--- config.mk ---
export PLATFORM = sky130hd
export DESIGN_NAME = fp_multiplier
export DESIGN_NICKNAME = d
export VERILOG_FILES = /design/src/rtl/fp_pkg.sv /design/src/rtl/fp_round_pack.sv /design/src/rtl/fp_multiplier.sv
export SDC_FILE = /design/constraint.sdc
export NUM_CORES = 2
export LEC_CHECK = 0
export ABC_AREA = 1
export CORE_AREA = 2 2 265 267
export DETAILED_ROUTE_END_ITERATION = 10
export DIE_AREA = 0 0 267 269
export PLACE_DENSITY = 0.69
export SETUP_SLACK_MARGIN = 0.2
export SYNTH_ARGS = -nofsm -noshare
export SYNTH_HDL_FRONTEND = slang
export SYNTH_SLANG_ARGS = --single-unit
--- constraint.sdc ---
create_clock -name clk -period 6.1 [get_ports clk]
set_input_delay 0.61 -clock clk [delete_from_list [all_inputs] [get_ports clk]]
set_output_delay 0.61 -clock clk [all_outputs]
set_load 0.05 [all_outputs]
--- src/rtl/fp_pkg.sv ---
// rtl/fp_pkg.sv - shared IEEE-754 single-precision constants, state encoding and classifiers
package fp_pkg;

  localparam int N_W    = 32;
  localparam int EXP_W  = 8;
  localparam int FRAC_W = 23;
  localparam int BIAS   = (1 << (EXP_W - 1)) - 1;

  localparam logic [N_W-1:0]   CANON_NAN = 32'hFFC00000;
  localparam logic [EXP_W-1:0] EXP_ONES  = '1;

  typedef enum logic [2:0] {
    S_IDLE, S_SPECIAL, S_NORM_IN, S_MULTIPLY, S_NORM_OUT, S_ROUND, S_PACK, S_OUT
  } state_t;

  typedef struct packed {
    logic              sign;
    logic [EXP_W-1:0]  exp;
    logic [FRAC_W-1:0] frac;
  } fp_t;

  function automatic fp_t unpack(input logic [N_W-1:0] x);
    return fp_t'(x);
  endfunction

  function automatic logic is_nan(input fp_t x);
    return (x.exp == EXP_ONES) && (x.frac != '0);
  endfunction

  function automatic logic is_inf(input fp_t x);
    return (x.exp == EXP_ONES) && (x.frac == '0);
  endfunction

  function automatic logic is_zero(input fp_t x);
    return (x.exp == '0) && (x.frac == '0);
  endfunction

  function automatic logic is_denorm(input fp_t x);
    return (x.exp == '0) && (x.frac != '0);
  endfunction

endpackage

--- src/rtl/fp_round_pack.sv ---
// rtl/fp_round_pack.sv - round-to-nearest-even then pack with overflow to Inf and underflow flush
module fp_round_pack #(
  parameter int exponent = 8,
  parameter int fraction = 23
) (
  input  logic                          clk,
  input  logic                          rst,
  input  logic                          round_en,
  input  logic                          pack_en,
  input  logic [fraction:0]             mant,
  input  logic                          guard,
  input  logic                          rnd,
  input  logic                          sticky,
  input  logic signed [exponent+1:0]    ze,
  input  logic                          zs,
  output logic [exponent+fraction:0]    z
);
  localparam int EW   = exponent + 2;
  localparam int bias = (1 << (exponent - 1)) - 1;
  localparam logic signed [EW-1:0] BIAS_S = EW'(bias);
  localparam logic signed [EW-1:0] MIN_E  = EW'(1 - bias);
  localparam logic signed [EW-1:0] ONE_S  = 1;

  logic [fraction+1:0]  sum;
  logic                 inc;
  logic [fraction:0]    rm;
  logic signed [EW-1:0] rze, biased;
  logic                 rzs;

  assign inc    = guard & (rnd | sticky | mant[0]);
  assign sum    = {1'b0, mant} + {{(fraction+1){1'b0}}, inc};
  assign biased = rze + BIAS_S;

  always_ff @(posedge clk) begin
    if (rst) begin
      z <= '0;
    end else begin
      if (round_en) begin
        rzs <= zs;
        // Carry-out means the mantissa rounded up to exactly 2.0
        if (sum[fraction+1]) begin
          rm  <= {1'b1, {fraction{1'b0}}};
          rze <= ze + ONE_S;
        end else begin
          rm  <= sum[fraction:0];
          rze <= ze;
        end
      end
      if (pack_en) begin
        if (rze > BIAS_S)
          z <= {rzs, {exponent{1'b1}}, {fraction{1'b0}}};
        else if (rze < MIN_E)
          z <= {rzs, {(exponent+fraction){1'b0}}};
        else
          z <= {rzs, biased[exponent-1:0], rm[fraction-1:0]};
      end
    end
  end

endmodule

--- src/rtl/fp_multiplier.sv ---
// rtl/fp_multiplier.sv - multi-cycle IEEE-754 multiplier feeding the neuron FP adder
module fp_multiplier
  import fp_pkg::*;
#(
  parameter int n        = N_W,
  parameter int exponent = EXP_W,
  parameter int fraction = FRAC_W
) (
  input  logic         clk,
  input  logic         rst,
  input  logic [n-1:0] input_a,
  input  logic [n-1:0] input_b,
  input  logic         input_valid,
  output logic         input_ready,
  output logic [n-1:0] output_z,
  output logic         output_valid,
  input  logic         output_ready
);
  localparam int EW   = exponent + 2;
  localparam int MW   = fraction + 1;
  localparam int PW   = 2 * MW;
  localparam int bias = (1 << (exponent - 1)) - 1;
  localparam logic signed [EW-1:0] BIAS_S     = EW'(bias);
  localparam logic signed [EW-1:0] EXP_DENORM = EW'(1 - bias);
  localparam logic signed [EW-1:0] ONE_S      = 1;

  state_t               state, state_n;
  fp_t                  ua, ub, a_q, b_q;
  logic signed [EW-1:0] ea, eb, ze;
  logic [MW-1:0]        ma, mb, mant;
  logic [PW-1:0]        prod;
  logic                 zs, guard, rnd, sticky, special;
  logic [n-1:0]         z_spec, z_spec_n, rp_z;
  logic                 spec_hit;

  assign ua          = unpack(input_a);
  assign ub          = unpack(input_b);
  assign input_ready = (state == S_IDLE);

  always_comb begin
    spec_hit = 1'b1;
    z_spec_n = CANON_NAN;
    if (is_nan(a_q) || is_nan(b_q) || (is_inf(a_q) && is_zero(b_q)) ||
        (is_zero(a_q) && is_inf(b_q)))
      z_spec_n = CANON_NAN;
    else if (is_inf(a_q) || is_inf(b_q))
      z_spec_n = {a_q.sign ^ b_q.sign, {exponent{1'b1}}, {fraction{1'b0}}};
    else if (is_zero(a_q) || is_zero(b_q))
      z_spec_n = {a_q.sign ^ b_q.sign, {(n-1){1'b0}}};
    else
      spec_hit = 1'b0;
  end

  always_comb begin
    state_n = state;
    case (state)
      S_IDLE:     if (input_valid) state_n = S_SPECIAL;
      S_SPECIAL:  state_n = spec_hit ? S_OUT : S_NORM_IN;
      S_NORM_IN:  if (ma[MW-1] && mb[MW-1]) state_n = S_MULTIPLY;
      S_MULTIPLY: state_n = S_NORM_OUT;
      S_NORM_OUT: state_n = S_ROUND;
      S_ROUND:    state_n = S_PACK;
      S_PACK:     state_n = S_OUT;
      S_OUT:      if (output_valid && output_ready) state_n = S_IDLE;
      default:    state_n = S_IDLE;
    endcase
  end

  always_ff @(posedge clk) begin
    if (rst) begin
      state        <= S_IDLE;
      output_valid <= 1'b0;
      output_z     <= '0;
      special      <= 1'b0;
    end else begin
      state <= state_n;
      case (state)
        S_IDLE: if (input_valid) begin
          a_q <= ua;
          b_q <= ub;
          ea  <= (ua.exp == '0) ? EXP_DENORM : $signed({2'b00, ua.exp}) - BIAS_S;
          eb  <= (ub.exp == '0) ? EXP_DENORM : $signed({2'b00, ub.exp}) - BIAS_S;
          ma  <= {ua.exp != '0, ua.frac};
          mb  <= {ub.exp != '0, ub.frac};
        end
        S_SPECIAL: begin
          special <= spec_hit;
          z_spec  <= z_spec_n;
        end
        // Denormals walk up one bit per clock, A before B
        S_NORM_IN:
          if (!ma[MW-1]) begin
            ma <= ma << 1;
            ea <= ea - ONE_S;
          end else if (!mb[MW-1]) begin
            mb <= mb << 1;
            eb <= eb - ONE_S;
          end
        S_MULTIPLY: begin
          prod <= PW'(ma) * PW'(mb);
          ze   <= ea + eb;
          zs   <= a_q.sign ^ b_q.sign;
        end
        S_NORM_OUT:
          if (prod[PW-1]) begin
            mant   <= prod[PW-1:MW];
            guard  <= prod[MW-1];
            rnd    <= prod[MW-2];
            sticky <= |prod[MW-3:0];
            ze     <= ze + ONE_S;
          end else begin
            mant   <= prod[PW-2:MW-1];
            guard  <= prod[MW-2];
            rnd    <= prod[MW-3];
            sticky <= |prod[MW-4:0];
          end
        S_OUT:
          if (!output_valid) begin
            output_valid <= 1'b1;
            output_z     <= special ? z_spec : rp_z;
          end else if (output_ready) begin
            output_valid <= 1'b0;
          end
        default: ;
      endcase
    end
  end

  fp_round_pack #(.exponent(exponent), .fraction(fraction)) u_round_pack (
    .clk      (clk),
    .rst      (rst),
    .round_en (state == S_ROUND),
    .pack_en  (state == S_PACK),
    .mant     (mant),
    .guard    (guard),
    .rnd      (rnd),
    .sticky   (sticky),
    .ze       (ze),
    .zs       (zs),
    .z        (rp_z)
  );

endmodule

==> metrics.md <==
| Metric | Value |
|---|---|
| HP Class | `reg2reg` |
| Maxcap violations | `0` |
| Crit path required time | `~6400 ps` |
| Synth Area in Simple Gates | `0.171` |
| Startpoint types | `register` |
| Pin count of the biggest net entering global routing | `58` |
| Total Routed Length | `approximately 91000 um` |
| Global Route Usage Sum | `0.252` |
| Cts bufs inserted | `35` |
| I/O Buffers | `about 100` |
| CP Cell Sequence | `buf_6 -> buf_6 -> nand2_1 -> fa_1 -> fa_1 -> inv_1 -> fa_1 -> fa_2 -> fa_2 -> fa_1 -> inv_1 -> fa_2 -> inv_1 -> ha_4 -> nand2_2 -> nor2_4 -> inv_2 -> nor2_2 -> nand2_1 -> nand2_1 -> a21oi_1 -> xnor2_1 -> buf_4` |
| Syn nets | `between 4000 and 5000` |
| CP max stage delay | `a little under 600 ps` |
| Vias in the first global route | `between 20000 and 30000` |
| Max-slew violations | `0` |
| Row count | `97` |
| Sequential-to-total area share from yosys stat | `0.265` |
| Share of the synthesized area in the top cell type | `0.284` |
| Outcome | `finished, violations left` |
| Initial Util | `0.492` |
| Commonest cells post-synth | `1073 x nand2_1, 994 x inv_1, 483 x fa_1, 255 x edfxtp_1, 192 x ha_1` |
| Synth Area in XOR/XNOR | `0.0224` |
| CTS clock-pin slew for the worst setup and hold paths | `roughly 70 ps` |
| Ranking of synthesized cells by area | `fa_1 28%, edfxtp_1 22%, nand2_1 12%` |
| DR DRC count | `0` |
| Crit Path Max Fanout | `5` |
| Vias per cell | `5.10` |
| Final WS setup | `-162 ps` |
| Register area | `roughly 0.009 mm2` |
| Clock Tree Root | `clkbuf_16` |
| FILL cells | `5851` |
| Area grow syn2layout | `21.0%` |
| Multi-input combinational cell area | `roughly 0.022 mm2` |
| Share of layout cells above drive strength 1 | `0.166` |
| Tcrit/Tclk final | `1.03` |
| Cell taking the most area after synthesis | `fa_1` |
| Clock sinks | `approximately 320` |
| Fin cells | `approximately 5300` |
| # setup viols final | `27` |
| Count leader, synth | `nand2_1` |
| Clock buffer depth | `3` |
| Layout net count | `approximately 5100` |
| Async S/R FF share, synth | `0` |
| Core area | `roughly 0.069 mm2` |
| Drt pass-1 iters | `7` |
| H-Tree Depth | `2` |
| WL/cell | `roughly 17 um` |
| Crit path DAT | `approximately 6600 ps` |
| CTS tree | `yes` |
| Post-DRT Antenna Nets | `0` |
| Min Tclk post-route | `~6300 ps` |
| Worst skew pair latency | `around 560 ps` |
| Die Span Y | `269 um` |
| Placed Cells incl. Taps | `about 5200` |
| First-pass GRT wire length | `about 140000 um` |
| RSZ-0062 raised after global routing | `true` |
| Slew @ Worst Pin | `about 1100 ps` |
| Iter 0 DRT Violations | `2317` |
| Crit. End Element | `register` |
| Diode count | `0` |
| Buf/Inv on CP | `7` |
| Final Hold Viols | `0` |
| Post-DP HPWL | `approximately 70000 um` |
| Synth warn | `0` |
| Post-synth EDFFs | `255` |
| Initial antenna violation count | `0` |
| RD Place Congestion | `between 0.9 and 1` |
| Total congestion overflow | `0` |
| Die W | `between 200 and 300 um` |
| Failing checks | `setup timing` |
| Cell class contributing the biggest share of worst-path delay | `adder cells` |
| Synth Instances | `about 4000` |
| Vias | `about 27000` |
| Clock Skew | `about 18 ps` |
| Combinational family with the most area after synthesis | `adder cells` |
| Max Freq | `160 MHz` |
| DIE AREA | `between 0.07 and 0.08 mm2` |
| Worst setup path class | `reg2reg` |
| Post-Syn Area per Cell | `roughly 8.4 um2` |
| Post-Synth Adder-Cell Area | `0.354` |
| Compound-Gate Fraction of Synth Area | `0.0546` |
| Slowest-stage cell, CP | `fa_2` |
| Most frequent CP cell | `fa_1` |
| Mux cell area share after synthesis | `0` |
| # IOs | `approximately 100` |
| Post-synth cell types | `between 40 and 50` |
| Top FF cell, synth | `edfxtp_1` |
| #FFs+latches synth | `324` |
| Synth Cell Area | `~0.034 mm2` |
| Max-slew headroom | `0.296` |
stage by stage:
stage               utilization  setup TNS [ps]  area [um2]  hold slack [ps]  setup WS (ps)
floorplan                     -               0       34200              400            201
global placement          0.547           -5700       37900              405           -413
detailed placement        0.547           -6460       37900              413           -417
CTS                       0.580            -724       40200              422          -78.5
global route              0.595           -7140       41200              429           -367
finish                    0.595           -1940       41200              425           -162
worst register-to-register path, delay by kind of cell, from the launching register on:
| kind | cells | cell delay [ps] |
|---|---|---|
| simple gates | 6 | 670 |
| buf+inv | 7 | 760 |
| xor+xnor | 1 | 190 |
| fa+ha+maj | 8 | 3850 |
| flops | 1 | 500 |
| compound gates | 1 | 70 |
cells in the final DEF, fill, tap and decap left out, types with 36 or more instances in the layout:
cell type / count
inv_2: 64
ha_1: 161
clkbuf_16: 36
fa_1: 467
xor2_1: 57
clkdlybuf4s50_1: 100
inv_1: 936
o21ai_0: 95
dfxtp_1: 69
nand2_2: 54
nor2_1: 134
a21oi_1: 90
nor2_4: 36
nand2_1: 1003
buf_4: 204
buf_6: 67
nand3_1: 70
edfxtp_1: 255
area by class of cell:
type / count / area share
Clock buffer: 41 / 0.0218
Tap cell: 940 / 0.0285
Clock inverter: 22 / 0.00483
Timing Repair Buffer: 410 / 0.0981
Inverter: 1002 / 0.0913
Multi-Input combinational cell: 2536 / 0.536
Sequential cell: 324 / 0.219
timing repair:
action,CTS,global route
cloned,1,3
gates resized for setup,262,233
pin swaps,92,107
setup buffers,16,23
setup endpoints to repair,35,37
hold buffers,0,0
metal layers:
| metal | share of wire | GRT usage | wire length, um | vias up |
|---|---|---|---|---|
| li1 | - | - | - | 12607 |
| met1 | 0.42 | 0.344 | 38100 | 13225 |
| met2 | 0.48 | 0.418 | 43100 | 915 |
| met3 | 0.067 | 0.0360 | 6090 | 179 |
| met4 | 0.036 | 0.0791 | 3270 | 0 |
| met5 | 0 | 0 | 0 | - |
logic make-up after synthesis:
logic type / count (synthesis)
and+or+nand+nor: 1446
DFF: 324
buffers and inverters: 1191
adders and majority gates: 675
AOI/OAI and AO/OA: 328
xor gates and xnor gates: 87
worst paths after layout:
check | startpoint | endpoint | slack (ps) | depth (start not counted)
hold reg to reg | zs$_DFFE_PP_ | u_round_pack.rzs$_DFFE_PP_ | 420 | 0
hold / removal | zs$_DFFE_PP_ | u_round_pack.rzs$_DFFE_PP_ | 420 | 0
setup / recovery | ma[9]$_DFFE_PP_ | prod[22]$_DFFE_PP_ | -160 | 23
setup reg to reg | ma[9]$_DFFE_PP_ | prod[22]$_DFFE_PP_ | -160 | 23
flip-flops by register name (all words and copies together) (netlist names), 10 cells and up:
| name | count |
|---|---|
| a_q | 32 |
| b_q | 32 |
| ea | 10 |
| eb | 10 |
| ma | 24 |
| mant | 24 |
| mb | 24 |
| output_z | 32 |
| prod | 48 |
| u_round_pack.rm | 23 |
| u_round_pack.rze | 10 |
| u_round_pack.z | 32 |
| ze | 10 |
Power is not shown: default switching activity piles up to over one toggle a cycle in this logic, so the estimate is an artifact.
